### src/rtl/hiscore_ram_arbiter.sv
`default_nettype none
// ============================================================================
// hiscore_ram_arbiter
// Shares one game work-RAM port between the CPU and a hiscore engine.
// The CPU has priority. Optional macro HISCORE_ARB_STARVE_EN pauses the CPU
// after STARVE_MAX starved cycles, so that a waiting hiscore request is served.
// Revision: 1.0
// ============================================================================
module hiscore_ram_arbiter #(
    parameter int ADDR_W     = 10,
    parameter int DATA_W     = 8,
    parameter int STARVE_MAX = 15
) (
    input  logic              clk,
    input  logic              reset,
    input  logic              cpu_cs,
    input  logic              cpu_we,
    input  logic [ADDR_W-1:0] cpu_addr,
    input  logic [DATA_W-1:0] cpu_wdata,
    output logic [DATA_W-1:0] cpu_rdata,
    output logic              cpu_pause,
    input  logic              hs_req,
    input  logic              hs_we,
    input  logic [ADDR_W-1:0] hs_addr,
    input  logic [DATA_W-1:0] hs_wdata,
    output logic              hs_ack,
    output logic [DATA_W-1:0] hs_rdata,
    output logic [ADDR_W-1:0] ram_addr,
    output logic              ram_we,
    output logic [DATA_W-1:0] ram_wdata,
    input  logic [DATA_W-1:0] ram_rdata
);

    typedef enum logic [1:0] {
        IDLE  = 2'd0,
        PAUSE = 2'd1,
        ACK   = 2'd2
    } state_t;

    state_t state_q, state_d;
    logic   hs_ack_q, hs_ack_d;
    logic   cpu_pause_q, cpu_pause_d;
    logic   w_grant_hs;

`ifdef HISCORE_ARB_STARVE_EN
    localparam logic [3:0] C_STARVE_MAX = 4'(STARVE_MAX);

    logic [3:0] starve_q, starve_d;
    logic [3:0] w_starve_inc;

    always_comb begin
        w_starve_inc = (starve_q == C_STARVE_MAX) ? starve_q : starve_q + 4'd1;
    end

    always_ff @(posedge clk or posedge reset) begin
        if (reset) begin
            starve_q <= 4'd0;
        end else begin
            starve_q <= starve_d;
        end
    end
`else
    // Starvation limit has no effect when the CPU can never be paused.
    logic [3:0] w_unused_starve_max;
    assign w_unused_starve_max = 4'(STARVE_MAX);
`endif

    // The hiscore engine only gets the port on a CPU-idle cycle or while the CPU is paused.
    always_comb begin
        w_grant_hs = 1'b0;
        if (!reset) begin
            case (state_q)
                IDLE:    w_grant_hs = hs_req && !cpu_cs;
                PAUSE:   w_grant_hs = hs_req;
                default: w_grant_hs = 1'b0;
            endcase
        end
    end

    always_comb begin
        state_d = state_q;
`ifdef HISCORE_ARB_STARVE_EN
        starve_d = starve_q;
`endif
        case (state_q)
            IDLE: begin
                if (w_grant_hs) begin
                    state_d = ACK;
                end
`ifdef HISCORE_ARB_STARVE_EN
                if (w_grant_hs || !hs_req) begin
                    starve_d = 4'd0;
                end else if (cpu_cs) begin
                    starve_d = w_starve_inc;
                    if (w_starve_inc == C_STARVE_MAX) begin
                        state_d = PAUSE;
                    end
                end
`endif
            end
            PAUSE:   state_d = w_grant_hs ? ACK : IDLE;
            default: state_d = IDLE;
        endcase
`ifdef HISCORE_ARB_STARVE_EN
        if (state_q != IDLE) begin
            starve_d = 4'd0;
        end
`endif
        hs_ack_d    = (state_d == ACK);
        cpu_pause_d = (state_d == PAUSE);
    end

    always_ff @(posedge clk or posedge reset) begin
        if (reset) begin
            state_q     <= IDLE;
            hs_ack_q    <= 1'b0;
            cpu_pause_q <= 1'b0;
        end else begin
            state_q     <= state_d;
            hs_ack_q    <= hs_ack_d;
            cpu_pause_q <= cpu_pause_d;
        end
    end

    always_comb begin
        if (w_grant_hs) begin
            ram_addr  = hs_addr;
            ram_we    = hs_we;
            ram_wdata = hs_wdata;
        end else begin
            ram_addr  = cpu_addr;
            ram_we    = cpu_we && cpu_cs && !cpu_pause_q;
            ram_wdata = cpu_wdata;
        end
    end

    assign cpu_pause = cpu_pause_q;
    assign hs_ack    = hs_ack_q;
    assign cpu_rdata = ram_rdata;
    assign hs_rdata  = ram_rdata;

endmodule
`default_nettype wire

### config.mk
export PLATFORM = sky130hd
export DESIGN_NAME = hiscore_ram_arbiter
export DESIGN_NICKNAME = d
export VERILOG_FILES = /design/src/rtl/hiscore_ram_arbiter.sv
export SDC_FILE = /design/constraint.sdc
export NUM_CORES = 1
export LEC_CHECK = 0
export ABC_AREA = 1
export BUFFER_PORTS_ARGS = -buffer_cell sky130_fd_sc_hd__buf_4
export CAP_MARGIN = 20
export CELL_PAD_IN_SITES_DETAIL_PLACEMENT = 1
export CELL_PAD_IN_SITES_GLOBAL_PLACEMENT = 1
export CORE_MARGIN = 1
export CORE_UTILIZATION = 19
export CTS_BUF_LIST = sky130_fd_sc_hd__clkbuf_16
export DETAILED_ROUTE_END_ITERATION = 8
export MAX_ROUTING_LAYER = met4
export PLACE_DENSITY = 0.95
export SYNTH_ARGS = -nofsm -noshare
export SYNTH_HDL_FRONTEND = slang
export SYNTH_SLANG_ARGS = --single-unit
### constraint.sdc
create_clock -name clk -period 2.32 [get_ports clk]
set_clock_uncertainty 0.15 [all_clocks]
set_input_delay 0.348 -clock clk [delete_from_list [all_inputs] [get_ports clk]]
set_output_delay 0.348 -clock clk [all_outputs]
set_load 0.02 [all_outputs]
==> results of run 1 <==
[synth_stat cells]
| library cell | instances | area share |
|---|---|---|
| nand2_1 | 39 | 0.23 |
| buf_8 | 1 | 0.024 |
| buf_6 | 2 | 0.035 |
| dfrtp_1 | 4 | 0.16 |
| nand4_1 | 19 | 0.19 |
| nand2_2 | 1 | 0.0098 |
| conb_1 | 1 | 0.0059 |
| nor2_4 | 1 | 0.018 |
| buf_12 | 2 | 0.063 |
| inv_1 | 3 | 0.018 |
| buf_2 | 3 | 0.024 |
| nor2_1 | 1 | 0.0059 |
| inv_2 | 3 | 0.018 |
| buf_4 | 16 | 0.19 |
| nand3_2 | 1 | 0.016 |
[registers in the layout (all words and copies together), names as in the netlist]
name	count
cpu_pause	1
state_q	2
hs_ack	1
[repair_timing]
| item | 4_1_cts | 5_1_grt |
|---|---|---|
| hold buffers | 1 | 0 |
| resized for setup | 0 | 0 |
| hold endpoints to repair | 4 | 0 |
| endpoints found under the setup margin | 0 | 0 |
[metal layers]
metal | share of wire | routed length, µm
met1 | 0.35 | 713
met2 | 0.55 | 1120
met3 | 0.089 | 179
met4 | 0.0040 | 8
met5 | 0 | 0
[final timing paths]
kind	startpoint	to	slack (ps)	cells past startpoint
max	state_q[1]$_DFF_PP0_	ram_wdata[2]	410	5
min	reset	state_q[1]$_DFF_PP0_	430	3
max reg2reg	state_q[1]$_DFF_PP0_	hs_ack$_DFF_PP0_	1180	3
min reg2reg	state_q[1]$_DFF_PP0_	state_q[1]$_DFF_PP0_	620	3
max in group asynchronous	reset	state_q[0]$_DFF_PP0_	1440	3
min in group clk	reset	state_q[1]$_DFF_PP0_	520	4
[where the power goes]
group,internal (mW),switching [mW],leakage (nW)
clock,0.220,0.0443,0.0370
combinational,0.0991,0.0997,0.528
sequential,0.0739,0.00140,0.0499
total,0.393,0.145,0.615
[worst max-delay path, delay by kind of cell (launching register included)]
family	cells	cell delay, ps
buffers and inverters	2	210
DFF	1	360
and+or+nand+nor	3	620
[kinds of logic after synthesis]
kind of cell  share of synthesized area
simple gates                      0.467
buf+inv                           0.370
flops                             0.157
other cells                     0.00590
[per-stage QoR]
stage	cells	worst slack (ps)	util	power (mW)
floorplan	98	850	-	0.219
global placement	183	495	0.313	0.272
detailed placement	183	452	0.313	0.277
CTS	187	346	0.340	0.545
global route	187	264	0.340	0.568
finish	187	406	0.340	0.538
[area by class of cell]
| cell class | count | share of cell area |
|---|---|---|
| multi-input combinational | 64 | 0.288 |
| timing repair buffer | 66 | 0.472 |
| tap | 44 | 0.0522 |
| inverter | 6 | 0.0214 |
| clock buffer | 3 | 0.0712 |
| sequential | 4 | 0.0949 |
==> flow_summary.json, run 1 <==
{
  "wire_per_inst_um": 10.8,
  "cts_tree": "done",
  "layout_common_cells": "65 x buf_4, 39 x nand2_1, 19 x nand4_1, 4 x dfrtp_1",
  "cts_buffer_depth": 2,
  "crit_slowest_cell": "nand3_2",
  "end_kind": "primary output",
  "cts_max_level": 1,
  "cts_root_buf": "clkbuf_16",
  "clkTransAtPathRegs_ps": 30,
  "synthDistinctLibCells": 15,
  "drtIter0Drc": 11,
  "antenna_found_initial": 0,
  "worstSkewPairLatency_ps": 220,
  "fin_crit_sh": 0.825,
  "drive_gt1_frac": 0.517,
  "grtUsageTotal": 0.121,
  "syn_area_per_cell_um2": 6.55,
  "worstPathRequired_ps": 1820,
  "slowest_delay_ps": 370,
  "whs_ps": 432,
  "worstHoldPathType": "input pin to asynchronous set/reset pin",
  "irDropWorstVdd_mv": 0.508,
  "drv_slew": 0,
  "clock-sinks": 4,
  "portBuffers": 62,
  "gr-total-overflow": 0,
  "cp_max_fo": 21,
  "core_area_um2": 3100,
  "io_pins": 87,
  "post-route-min-period_ps": 1910,
  "wirelength_um": 2020,
  "yosys_warnings": 0,
  "p_leak_nw": 0.615,
  "met1_usage": 0.108,
  "finalSetupViolCount": 0,
  "start_kind": "flop",
  "n_antenna_cell": 0,
  "synth_area_um2": 636,
  "drc": 0,
  "yosys_register_bits": 4,
  "synth_cells": 97,
  "fin_area_um2": 1050,
  "finalSetupTns_ps": 0,
  "die-area_um2": 3580,
  "first_pass_iters": 4,
  "row_count": 20,
  "nNetsFinal": 195,
  "path_common_cell": "nand2_1",
  "fmax_mhz": 522,
  "p_per_area_nw_per_um2": 510,
  "grt.busiest_layer": "met2",
  "syn2layout_area_growth_pct": 65.9,
  "cp_cell_sequence": "inv_2 > nand3_2 > nand2_1 > nand2_1 > buf_4",
  "place_congestion": 0.625,
  "viasPerCell": 4.20,
  "gr-usage-met2": 0.244,
  "die_h_um": 59.8,
  "grt_pass1_wl_um": 3260,
  "hold_violations": 0,
  "grt_max_degree": 22,
  "initial_utilization": 0.205,
  "first_global_vias": 811,
  "seq_area_um2": 100,
  "vias": 786,
  "dp_hpwl_um": 1540,
  "layout_commonest_cell": "buf_4",
  "worst-setup-path-type": "flop to primary output",
  "multi_input_area_um2": 304,
  "fp.dieW_um": 59.8,
  "final.fill_count": 426,
  "place_area_um2": 970,
  "grt_setup_unrepaired": "false",
  "cts_buffers": 3,
  "cap_violations": 0,
  "status": "completed",
  "use_met3": 0.0303,
  "arrival_ps": 1420,
  "antenna_left": 0,
  "ys_seq_area_frac": 0.157,
  "cts_setup_buffers": 0
}
Note: power is estimated with default switching activity, not from simulation.
==> run 2, diff against run 1 <==
Settings changed: CORE_UTILIZATION 19 to 17, PLACE_DENSITY 0.95 to 0.89.
Clock period 2.32 ns to 1.9 ns, I/O delays scaled along.
==> flow_summary.json, run 2 (synthesis gave the netlist of run 1 again) <==
{
  "clkTransAtPathRegs_ps": 30,
  "viasPerCell": 4.15,
  "drv_slew": 0,
  "dp_hpwl_um": 1620,
  "die_h_um": 63.1,
  "cts_max_level": 1,
  "layout_commonest_cell": "buf_4",
  "grtUsageTotal": 0.120,
  "pwr-share-comb": 0.371,
  "worst_slack_ps": 196,
  "drtIter0Drc": 19,
  "first_pass_iters": 2,
  "io_pins": 87,
  "cts_buffer_depth": 2,
  "row_count": 21,
  "core_area_um2": 3470,
  "end_kind": "primary output",
  "cts_root_buf": "clkbuf_16",
  "multi_input_area_um2": 312,
  "place_congestion": 0.679,
  "drive_gt1_frac": 0.521,
  "largest_register_ffs": 2,
  "vias": 788,
  "arrival_ps": 1270,
  "irDropWorstVdd_mv": 0.334,
  "wire_per_inst_um": 11.5,
  "p_per_area_nw_per_um2": 623,
  "final.fill_count": 471,
  "utilization": 0.309,
  "worst-setup-path-type": "flop to primary output",
  "finalSetupTns_ps": 0,
  "initial_utilization": 0.183,
  "p_switching_mw": 0.186,
  "p_int_mw": 0.482,
  "p_leak_nw": 0.620,
  "top_register": "state_q",
  "post-route-min-period_ps": 1700,
  "worstSkewPairLatency_ps": 220,
  "worstHoldPathType": "input pin to asynchronous set/reset pin",
  "antenna_found_initial": 0,
  "die-area_um2": 3990,
  "drc": 0,
  "cap_violations": 0,
  "portBuffers": 62,
  "grt_max_degree": 21,
  "hold_violations": 0,
  "reg2reg_slack_ps": 750,
  "netSwitchingFraction": 0.279,
  "cts_setup_buffers": 0,
  "status": "completed",
  "nNetsFinal": 196,
  "first_global_vias": 831,
  "seq_area_um2": 100,
  "n_antenna_cell": 0,
  "cts_buffers": 3,
  "fmax_mhz": 587,
  "syn2layout_area_growth_pct": 68.7,
  "antenna_left": 0,
  "preCtsSetupSlack_ps": 163,
  "cp_max_fo": 19,
  "p_seq_frac": 0.138,
  "fin_crit_sh": 0.897,
  "grt_pass1_wl_um": 3700,
  "cts_tree": "done",
  "worstPathRequired_ps": 1460,
  "clock-sinks": 4,
  "layout_common_cells": "66 x buf_4, 39 x nand2_1, 19 x nand4_1, 4 x dfrtp_1",
  "wirelength_um": 2190,
  "finalSetupViolCount": 0,
  "gr-total-overflow": 0,
  "fp.dieW_um": 63.1,
  "start_kind": "flop",
  "pwr-share-clk": 0.491,
  "grt_setup_unrepaired": "false"
}
-- run 2: power groups by stage --
stage / logic (mW) / clock network (mW) / registers, mW
global route: 0.270 / 0.336 / 0.0929
floorplan: 0.172 / 0 / 0.0955
CTS: 0.249 / 0.331 / 0.0924
detailed placement: 0.247 / 0 / 0.0932
finish: 0.248 / 0.328 / 0.0923
global placement: 0.242 / 0 / 0.0928
-- run 2: worst paths after layout --
check,from,to,depth (start not counted)
worst max register to register,state_q[0]$_DFF_PP0_,hs_ack$_DFF_PP0_,5
min in group clk,ram_rdata[1],cpu_rdata[1],0
worst max-delay path,state_q[0]$_DFF_PP0_,ram_wdata[6],6
max in group asynchronous,reset,state_q[0]$_DFF_PP0_,3
worst min register to register,state_q[1]$_DFF_PP0_,state_q[1]$_DFF_PP0_,4
worst min-delay path,reset,state_q[1]$_DFF_PP0_,3
-- run 2: timing repair --
action,4_1_cts,5_1_grt
endpoints found under the setup margin,0,19
hold endpoints to repair,4,0
gates resized for setup,0,1
hold buffers,1,0
-- run 2: per-stage QoR --
step                      cells  instance area, µm²  hold WS [ps]  power [mW]
after floorplan              98                 639         -98.9       0.267
after global routing        190                1070           420       0.699
after global placement      186                 980          46.1       0.335
final                       190                1070           397       0.668
after detailed placement    186                 980          50.2       0.340
after CTS                   190                1060           379       0.673
-- run 2: final cells by class --
| cell class | instances | area share |
|---|---|---|
| repair buffers | 67 | 0.471 |
| multi-input cells | 64 | 0.291 |
| flip-flops and latches | 4 | 0.0933 |
| clock buffers | 3 | 0.0700 |
| well taps | 46 | 0.0537 |
| inverters | 6 | 0.0210 |
-- run 2: critical path: stages (launching register included) --
cell and delay (ps):
dfrtp_1 320, inv_1 50, nand2_2 80, buf_4 240, nand4_1 130, nand2_1 90, buf_4 130
-- run 2: metal layers --
| metal | global-route usage | part of all wire | up-vias |
|---|---|---|---|
| met5 | - | 0 | - |
| met4 | 0.0552 | 0.0018 | 0 |
| met3 | 0.0326 | 0.094 | 2 |
| met2 | 0.226 | 0.52 | 44 |
| met1 | 0.112 | 0.38 | 349 |
| li1 | - | - | 393 |
==> run 3, diff against run 2 <==
Settings changed: CELL_PAD_IN_SITES_DETAIL_PLACEMENT 1 to unset, CELL_PAD_IN_SITES_GLOBAL_PLACEMENT 1 to unset, CORE_UTILIZATION 17 to 30, PLACE_DENSITY 0.89 to 0.91.
==> flow_summary.json, run 3 (synthesis gave the netlist of run 1 again) <==
{
  "grt_pass1_wl_um": 2170,
  "worstHoldPathType": "input pin to flop",
  "antenna_left": 0,
  "fp.dieW_um": 48.0,
  "cts_root_buf": "clkbuf_16",
  "cts_buffer_depth": 2,
  "grt_max_degree": 22,
  "cap_violations": 0,
  "clock-sinks": 4,
  "p_per_area_nw_per_um2": 634,
  "fin_crit_sh": 0.878,
  "first_pass_iters": 5,
  "die-area_um2": 2310,
  "cts_buffers": 3,
  "grtUsageTotal": 0.142,
  "io_pins": 87,
  "status": "completed",
  "viasPerCell": 4.52,
  "worstSkewPairLatency_ps": 220,
  "r2r-start": "state_q[0]$_DFF_PP0_",
  "place_congestion": 0.615,
  "final.fill_count": 185,
  "portBuffers": 62,
  "antenna_found_initial": 0,
  "finalSetupViolCount": 0,
  "clkTransAtPathRegs_ps": 30,
  "reg2reg_depth": 4,
  "drc": 0,
  "n_antenna_cell": 0,
  "largest_register_ffs": 2,
  "finalSetupTns_ps": 0,
  "hold_violations": 0,
  "layout_common_cells": "65 x buf_4, 39 x nand2_1, 19 x nand4_1, 4 x dfrtp_1",
  "first_global_vias": 572,
  "arrival_ps": 1230,
  "start_kind": "flop",
  "initial_utilization": 0.321,
  "seq_area_um2": 100,
  "drv_slew": 0,
  "drtIter0Drc": 10,
  "dp_hpwl_um": 1370,
  "r2r-end": "hs_ack$_DFF_PP0_",
  "cts_setup_buffers": 0,
  "cts_tree": "done",
  "layout_commonest_cell": "buf_4",
  "die_h_um": 48.0,
  "grt_setup_unrepaired": "false",
  "top_register": "state_q",
  "cts_max_level": 1,
  "core_area_um2": 1980,
  "worst-setup-path-type": "flop to primary output",
  "whs_path_depth": 4,
  "utilization": 0.525,
  "post-route-min-period_ps": 1670,
  "row_count": 16,
  "wirelength_um": 1760,
  "p_leak_nw": 0.616,
  "worstPathRequired_ps": 1460,
  "gr-total-overflow": 0,
  "vias": 769,
  "wire_per_inst_um": 10.3,
  "irDropWorstVdd_mv": 0.423,
  "end_kind": "primary output",
  "syn2layout_area_growth_pct": 63.8,
  "cp_max_fo": 21,
  "fmax_mhz": 600,
  "reg2reg_slack_ps": 890,
  "multi_input_area_um2": 312,
  "hold_path_end": "state_q[1]$_DFF_PP0_",
  "min-delay-start": "reset",
  "drive_gt1_frac": 0.517,
  "nNetsFinal": 195
}
==> run 3: cell types whose count changed in the layout (fill, tap and decap cells not counted) <==
cell / change
buf_4: -1
==> run 3: worst max path at each step <==
stage / startpoint / to
floorplan: state_q[1]$_DFF_PP0_ / ram_addr[0]
global placement: reset / ram_addr[1]
detailed placement: reset / ram_wdata[1]
CTS: state_q[0]$_DFF_PP0_ / ram_wdata[1]
global route: state_q[0]$_DFF_PP0_ / ram_we
finish: state_q[1]$_DFF_PP0_ / ram_wdata[1]
==> run 3: critical path, cell delays in order, from the launching register on <==
cell	delay (ps)
dfrtp_1	360
inv_2	70
nand3_4	220
nand2_1	130
nand2_1	60
buf_4	150
==> run 3: where the power goes <==
group          internal (mW)  switching (mW)
sequential            0.0902         0.00172
combinational          0.121           0.120
clock                  0.269          0.0573
total                  0.480           0.180
==> run 3: timing repair <==
action / 4_1_cts / 5_1_grt
resized for setup: 0 / 1
hold endpoints to repair: 4 / 0
hold buffers: 1 / 0
endpoints found under the setup margin: 0 / 19
==> run 3: cell type report <==
type	instances	area share
Inverter	6	0.0216
Clock buffer	3	0.0721
Timing Repair Buffer	66	0.478
Sequential cell	4	0.0962
Multi-Input combinational cell	64	0.299
Tap cell	27	0.0325
==> run 3: per-stage QoR <==
stage | hold WS [ps] | cells | setup WS (ps) | cell area, µm² | power [mW]
after floorplan | -98.9 | 98 | 493 | 639 | 0.267
after detailed placement | 51.8 | 166 | 185 | 948 | 0.332
after CTS | 372 | 170 | 41.6 | 1030 | 0.663
final | 321 | 170 | 232 | 1040 | 0.660
after global routing | 366 | 170 | 134 | 1040 | 0.700
after global placement | 43.3 | 166 | 244 | 948 | 0.328
==> run 3: per-layer routing <==
layer  wire length [µm]  vias to the layer above  GRT usage
li1                   -                      389          -
met1                654                      327      0.128
met2                872                       51      0.259
met3                217                        2     0.0491
met4                 10                        0     0.0722
met5                  0                        -          -
